## config.mk

```make
export PLATFORM = sky130hd
export DESIGN_NAME = out_fm_st_engine
export DESIGN_NICKNAME = d
export VERILOG_FILES = /design/src/rtl/cnn_accel_pkg.sv /design/src/rtl/sync_fifo.sv /design/src/rtl/out_fm_st_engine.sv
export SDC_FILE = /design/constraint.sdc
export NUM_CORES = 2
export LEC_CHECK = 0
export BUFFER_PORTS_ARGS = -buffer_cell sky130_fd_sc_hd__buf_2
export CORE_MARGIN = 3
export CORE_UTILIZATION = 40
export DETAILED_ROUTE_END_ITERATION = 16
export SYNTH_ARGS = -nofsm -noshare
export SYNTH_HDL_FRONTEND = slang
export SYNTH_SLANG_ARGS = --single-unit
export TNS_END_PERCENT = 30
```

## constraint.sdc

```tcl
create_clock -name clk -period 7.45 [get_ports clk]
set_input_delay 0.745 -clock clk [delete_from_list [all_inputs] [get_ports clk]]
set_output_delay 0.745 -clock clk [all_outputs]
set_load 0.03 [all_outputs]
```

## src/rtl/cnn_accel_pkg.sv

```systemverilog
// Shared types and constants for the CNN accelerator output path.
package cnn_accel_pkg;

  typedef enum logic [1:0] {
    IDLE = 2'd0,
    RUN  = 2'd1,
    DONE = 2'd2
  } state_t;

  // Slack kept below a full buffer so in-flight upstream pushes still land.
  localparam int AF_MARGIN = 4;

endpackage

```

## src/rtl/sync_fifo.sv

```systemverilog
// Single-clock FIFO with combinational head read and registered flags/count.
module sync_fifo #(
  parameter int DW    = 32,
  parameter int DEPTH = 64
) (
  input  logic                     clk,
  input  logic                     rst,
  input  logic                     push,
  input  logic                     pop,
  input  logic [DW-1:0]            din,
  output logic [DW-1:0]            dout,
  output logic                     full,
  output logic                     empty,
  output logic [$clog2(DEPTH):0]   count
);

  localparam int AW = $clog2(DEPTH);
  localparam int CW = AW + 1;

  logic [DW-1:0] mem [DEPTH];
  logic [AW-1:0] wr_ptr;
  logic [AW-1:0] rd_ptr;
  logic          do_push;
  logic          do_pop;
  logic [CW-1:0] count_next;

  // A push into a full FIFO is still taken when the head leaves in the same cycle.
  assign do_pop     = pop && !empty;
  assign do_push    = push && (!full || do_pop);
  assign count_next = count + CW'(do_push) - CW'(do_pop);
  assign dout       = mem[rd_ptr];

  always_ff @(posedge clk) begin
    if (rst) begin
      wr_ptr <= '0;
      rd_ptr <= '0;
      count  <= '0;
      empty  <= 1'b1;
      full   <= 1'b0;
    end else begin
      if (do_push) wr_ptr <= wr_ptr + AW'(1);
      if (do_pop)  rd_ptr <= rd_ptr + AW'(1);
      count <= count_next;
      empty <= (count_next == '0);
      full  <= (count_next == CW'(DEPTH));
    end
  end

  always_ff @(posedge clk) begin
    if (do_push) mem[wr_ptr] <= din;
  end

endmodule

```

## src/rtl/out_fm_st_engine.sv

```systemverilog
// Streams an output feature-map tile from a FIFO to memory in c/r/n order.
// Optional sticky overflow detection is enabled by defining OUT_FM_ST_OVF_CHECK_EN.
module out_fm_st_engine
  import cnn_accel_pkg::*;
#(
  parameter int MAW        = 32,
  parameter int DW         = 32,
  parameter int Tn         = 16,
  parameter int Tr         = 64,
  parameter int Tc         = 16,
  parameter int FIFO_DEPTH = 64
) (
  input  logic            clk,
  input  logic            rst,
  input  logic [DW-1:0]   out_fm_st_fifo_data,
  input  logic            out_fm_st_fifo_push,
  output logic            out_fm_st_fifo_almost_full,
  input  logic            st_start,
  input  logic [MAW-1:0]  base_addr,
  input  logic [MAW-1:0]  row_stride,
  input  logic [MAW-1:0]  ch_stride,
  output logic [MAW-1:0]  mem_wr_addr,
  output logic [DW-1:0]   mem_wr_data,
  output logic            mem_wr_valid,
  input  logic            mem_wr_ready,
  output logic            busy,
  output logic            st_done,
  output logic            ovf_err
);

  localparam int TILE_WORDS = Tn * Tr * Tc;
  localparam int CNTW       = $clog2(FIFO_DEPTH) + 1;
  localparam int CW         = (Tc > 1) ? $clog2(Tc) : 1;
  localparam int RW         = (Tr > 1) ? $clog2(Tr) : 1;
  localparam int NW         = (Tn > 1) ? $clog2(Tn) : 1;
  localparam int WW         = $clog2(TILE_WORDS + 1);
  localparam logic [CNTW-1:0] AF_LEVEL = CNTW'(FIFO_DEPTH - AF_MARGIN);

  state_t         state;
  logic           armed;
  logic [CW-1:0]  c_cnt;
  logic [RW-1:0]  r_cnt;
  logic [NW-1:0]  n_cnt;
  logic [WW-1:0]  remaining;
  logic [MAW-1:0] row_stride_q;
  logic [MAW-1:0] ch_stride_q;
  logic [MAW-1:0] ch_base;
  logic [MAW-1:0] row_base;
  logic [MAW-1:0] cur_addr;

  logic [DW-1:0]   fifo_dout;
  logic            fifo_full;
  logic            fifo_empty;
  logic [CNTW-1:0] fifo_count;
  logic [CNTW-1:0] count_next;
  logic            accept;
  logic            push_ok;
  logic            last_c;
  logic            last_r;

  sync_fifo #(
    .DW    (DW),
    .DEPTH (FIFO_DEPTH)
  ) u_fifo (
    .clk   (clk),
    .rst   (rst),
    .push  (out_fm_st_fifo_push),
    .pop   (accept),
    .din   (out_fm_st_fifo_data),
    .dout  (fifo_dout),
    .full  (fifo_full),
    .empty (fifo_empty),
    .count (fifo_count)
  );

  // armed delays the first request by one RUN cycle after the start pulse.
  assign mem_wr_valid = (state == RUN) && armed && !fifo_empty;
  assign mem_wr_data  = mem_wr_valid ? fifo_dout : '0;
  assign mem_wr_addr  = cur_addr;
  assign accept       = mem_wr_valid && mem_wr_ready;
  assign busy         = (state != IDLE);
  assign st_done      = (state == DONE);
  assign last_c       = (c_cnt == CW'(Tc - 1));
  assign last_r       = (r_cnt == RW'(Tr - 1));
  assign push_ok      = out_fm_st_fifo_push && (!fifo_full || accept);
  assign count_next   = fifo_count + CNTW'(push_ok) - CNTW'(accept);

  always_ff @(posedge clk) begin
    if (rst) begin
      out_fm_st_fifo_almost_full <= 1'b0;
    end else begin
      out_fm_st_fifo_almost_full <= (count_next >= AF_LEVEL);
    end
  end

  // Addresses advance by addition only: row and channel bases carry the strides.
  always_ff @(posedge clk) begin
    if (rst) begin
      state        <= IDLE;
      armed        <= 1'b0;
      c_cnt        <= '0;
      r_cnt        <= '0;
      n_cnt        <= '0;
      remaining    <= '0;
      row_stride_q <= '0;
      ch_stride_q  <= '0;
      ch_base      <= '0;
      row_base     <= '0;
      cur_addr     <= '0;
    end else begin
      case (state)
        IDLE: begin
          armed <= 1'b0;
          if (st_start) begin
            row_stride_q <= row_stride;
            ch_stride_q  <= ch_stride;
            ch_base      <= base_addr;
            row_base     <= base_addr;
            cur_addr     <= base_addr;
            c_cnt        <= '0;
            r_cnt        <= '0;
            n_cnt        <= '0;
            remaining    <= WW'(TILE_WORDS);
            state        <= RUN;
          end
        end
        RUN: begin
          armed <= 1'b1;
          if (accept) begin
            remaining <= remaining - WW'(1);
            if (remaining == WW'(1)) state <= DONE;
            if (!last_c) begin
              c_cnt    <= c_cnt + CW'(1);
              cur_addr <= cur_addr + MAW'(1);
            end else if (!last_r) begin
              c_cnt    <= '0;
              r_cnt    <= r_cnt + RW'(1);
              row_base <= row_base + row_stride_q;
              cur_addr <= row_base + row_stride_q;
            end else begin
              c_cnt    <= '0;
              r_cnt    <= '0;
              n_cnt    <= n_cnt + NW'(1);
              ch_base  <= ch_base + ch_stride_q;
              row_base <= ch_base + ch_stride_q;
              cur_addr <= ch_base + ch_stride_q;
            end
          end
        end
        DONE: begin
          armed <= 1'b0;
          state <= IDLE;
        end
        default: state <= IDLE;
      endcase
    end
  end

`ifdef OUT_FM_ST_OVF_CHECK_EN
  always_ff @(posedge clk) begin
    if (rst) begin
      ovf_err <= 1'b0;
    end else if (out_fm_st_fifo_push && fifo_full && !accept) begin
      ovf_err <= 1'b1;
    end
  end
`else
  assign ovf_err = 1'b0;
`endif

endmodule
```

==> results.sh <==
export IMPL_yosys_warnings=0
export IMPL_grt_usage=0.2074
export IMPL_clock_fmax_mhz=181.4
export IMPL_intPower_mw=20.83
export IMPL_crit_path_frequent_cell="mux4_2"
export IMPL_avgSynthCellArea_um2=19.07
export IMPL_maxSlewViolCount=0
export IMPL_drive_above_1_share=0.2638
export IMPL_antenna_left=0
export IMPL_place_port_buffers=200
export IMPL_place_ws_ns=2.212
export IMPL_required_ns=6.70
export IMPL_clkPwrFrac=0.420
export IMPL_ys_types=68
export IMPL_slowest_stage="dfxtp_4"
export IMPL_synth_simple_gate_area_frac=0.03947
export IMPL_final_nets=5264
export IMPL_multi_input_area_um2=24610
export IMPL_synth_async_reset_ratio=0
export IMPL_power_leakage_nw=32.10
export IMPL_pwr_share_comb=0.056
export IMPL_die_h_um=483.6
export IMPL_wire_per_inst_um=29.75
export IMPL_hold_violations=0
export IMPL_place_gp_congestion=0.8733
export IMPL_utilization=0.4594
export IMPL_drv_cap=0
export IMPL_cp_top_family="multiplexers"
export IMPL_fill_cells=18910
export IMPL_setup_viol=0
export IMPL_status="finished clean"
export IMPL_cts_hold_buf=0
export IMPL_place_hpwl_um=145400
export IMPL_post_cts_setup_buffers=0
export IMPL_ios=202
export IMPL_grt_pass1_wl_um=353200
export IMPL_core_um2=225800
export IMPL_cts_resized=0
export IMPL_synth_top_family_by_area="multiplexers"
export IMPL_slew_limit_headroom=0.07932
export IMPL_grt_ovfl_total=0
export IMPL_via_per_inst=5.803
export IMPL_tightest_slew_ns=1.381
export IMPL_pwr_share_seq=0.525
export IMPL_max_stage_delay_ns=0.89
export IMPL_cts_root_buf="clkbuf_16"
export IMPL_sw_frac_of_total=0.2252
export IMPL_clock_latency_ns=0.91
export IMPL_power_density_nw_per_um2=259.2
export IMPL_antenna_found_initial=16
export IMPL_critical_path_buf_inv_count=2
export IMPL_synth_edf_count=2048
export IMPL_rows=174
export IMPL_cp_start_kind="flip-flop"
export IMPL_critPathCaptureType="output port"
export IMPL_dieArea_um2=233800
export IMPL_drt_iter0_drc=5282
export IMPL_grt_pass1_vias=48300
export IMPL_grt_max_degree=110
export IMPL_cts_tree="done"
export IMPL_period_minus_slack_ns=5.513
export IMPL_path_max_fanout=77
export IMPL_ir_drop_mv=0.2269
export IMPL_die_w_um=483.6
export IMPL_setup_slack_ns=1.937
export IMPL_synth_compound_area_frac=0.03625
export IMPL_synthToLayoutAreaGrowth_pct=13.70
export IMPL_clkTransAtPathRegs_ns=0.06
export IMPL_worstPathArrival_ns=4.77
export IMPL_drcViolationCount=0
export IMPL_fin_skew_ns=0.1185
export IMPL_h_tree_depth=4
export IMPL_num_vias=47830
export IMPL_netlist_area_um2=91220
export IMPL_ys_seq_area_frac=0.7216
export IMPL_ys_flop_type="edfxtp_1"
export IMPL_fin_crit_sh=0.7399
export IMPL_setup_tns_ns=0
export IMPL_cts_buffers=224
export IMPL_initial_core_util=0.4041
export IMPL_min_path_type="in2reg"
export IMPL_synth_fa_ha_area_frac=0.01144
export IMPL_synth_area_mux_share=0.1661
export IMPL_drtPass1Iterations=6
export IMPL_clock_sinks=2264
export IMPL_cts_max_path_buffers=3
export IMPL_yosys_area_share_xor_xnor=0.01085
export IMPL_regArea_um2=65850
export IMPL_drt_total_wl_um=245200
export IMPL_path_cells="buf_12, mux4_2, mux4_2, mux4_2, and2_1, buf_2"
export IMPL_p_sw_mw=6.055
export IMPL_syn_nets=4998
export IMPL_rsz0062_at_grt="no"
export IMPL_synth_seq_cells=2264
export IMPL_critPathKind="reg2out"
export IMPL_synth_cells=4784
## worst register-to-register path: cells and delay by family (launching register included)
kind | cells | cell delay [ns]
and+or+nand+nor | 5 | 2.48
buffers and inverters | 6 | 1.88
DFF | 1 | 0.30
AOI/OAI and AO/OA | 1 | 0.26
## logic make-up (layout without fill, tap and decap cells)
kind of cell,after synthesis,after routing
other cells,1,9
xor+xnor,113,113
fa+ha+maj,81,81
flops,2264,2264
compound gates,526,526
simple gates,809,809
buf+inv,300,758
mux,690,690
## final timing paths
| path | depth (start not counted) | slack (ns) | end | start |
|---|---|---|---|---|
| worst min register to register | 2 | 0.46 | row_base[0] | row_base[0] |
| worst min-delay path | 3 | 0.16 | row_stride_q[16] | row_stride[16] |
| worst max register to register | 12 | 2.17 | u_fifo.mem[1][14] | state[0] |
| worst max-delay path | 6 | 1.94 | mem_wr_data[25] | flip-flop |
## cells in the mapped netlist, types with 4 or more instances
master    count  area (um^2)
buf_2        38        190.2
o211ai_1     25        187.7
inv_1        31        116.4
o221ai_1      5        43.79
nand2_1     287         1077
nand3b_1      6        45.04
or2_2         4        25.02
buf_1        27        101.4
o22ai_1       8        50.05
ha_1         77        963.4
a211oi_1     61        457.9
a211o_1       5        43.79
a21boi_1      5        37.54
o21ai_0      84        420.4
buf_4        27        202.7
a311oi_1     22        192.7
nor2b_1      34        212.7
mux2i_1      28        280.3
and3_1       12        75.07
a21o_1       20        150.1
dfxtp_1     216         4324
o21bai_1     14        105.1
a21oi_1     180        900.9
mux4_2      659        14840
nand2b_1     26        162.7
a31oi_1      28        175.2
xnor2_1      58        508.0
edfxtp_1   2048        61500
fa_1          4        80.08
o21ai_1      15        75.07
and2_1       26        162.7
xor2_1       55        481.7
o31ai_1       7        52.55
clkbuf_1    174        653.1
a221oi_1      6        52.55
o21a_1       12        90.09
nand4_1      20        125.1
nor3_1       41        205.2
or3_1        13        81.33
nor4_1        7        43.79
nor2_1      270         1013
nand3_1      46        230.2
## layout make-up
class,count,area share
diodes,8,0.0001930
clock buffers,275,0.05649
clock inverters,143,0.01489
inverters,31,0.001122
multi-input cells,2220,0.2373
flip-flops and latches,2264,0.6348
well taps,2992,0.03609
repair buffers,309,0.01905
## state kept, by name (all words and copies together) (netlist names), 4 cells and up, named ones only
name,cells
u_fifo.rd_ptr,6
remaining,15
row_stride_q,32
u_fifo.mem,2048
ch_base,32
c_cnt,4
row_base,32
u_fifo.count,7
r_cnt,6
u_fifo.wr_ptr,6
mem_wr_addr,32
ch_stride_q,32
## layer usage
metal | up-vias | part of all wire | global-route usage | wire (um)
li1 | 20070 | - | - | -
met2 | 1878 | 0.49 | 0.3429 | 121300
met5 | - | 0.00012 | 0 | 29
met4 | 4 | 0.021 | 0.04859 | 5243
met3 | 318 | 0.070 | 0.03656 | 17130
met1 | 25560 | 0.41 | 0.2874 | 101500
## stage by stage
step | instances | hold slack [ns] | power, mW | instance area [um^2]
3_3_place_gp | 7816 | 0.4519 | 15.85 | 96300
4_1_cts | 8234 | 0.09632 | 27.11 | 103700
6_report | 8242 | 0.1612 | 26.89 | 103700
5_1_grt | 8235 | 0.1329 | 27.78 | 103700
2_1_floorplan | 4784 | 0.4356 | 15.24 | 91220
3_5_place_dp | 7816 | 0.4554 | 15.87 | 96300
## placed cells by master, fill, tap and decap left out, types with 20 or more instances in the layout
cell and count:
clkbuf_1 47, o211ai_1 25, xnor2_1 58, ha_1 77
clkinv_2 46, edfxtp_1 2048, nand2_1 286, bufinv_16 20
nor2b_1 33, buf_4 97, dfxtp_1 210, nor2_1 202
nor3_1 41, nand3_1 46, clkinv_1 50, o21ai_0 84
a21oi_1 180, mux2i_1 28, clkbuf_16 226, nand2b_1 26
inv_1 31, nand4_1 20, xor2_1 55, a311oi_1 22
a211oi_1 61, and2_1 25, mux4_2 659, nor2_4 65
a31oi_1 28, buf_2 199, a21o_1 20
## power by group through the flow
stage | sequential [mW] | clock (mW) | combinational, mW
after floorplan | 14.4 | 0 | 0.871
after global placement | 14.4 | 0 | 1.47
after detailed placement | 14.4 | 0 | 1.48
after CTS | 14.1 | 11.5 | 1.49
after global routing | 14.1 | 12.0 | 1.62
final | 14.1 | 11.3 | 1.49
Note: power is estimated with default switching activity, not from simulation.
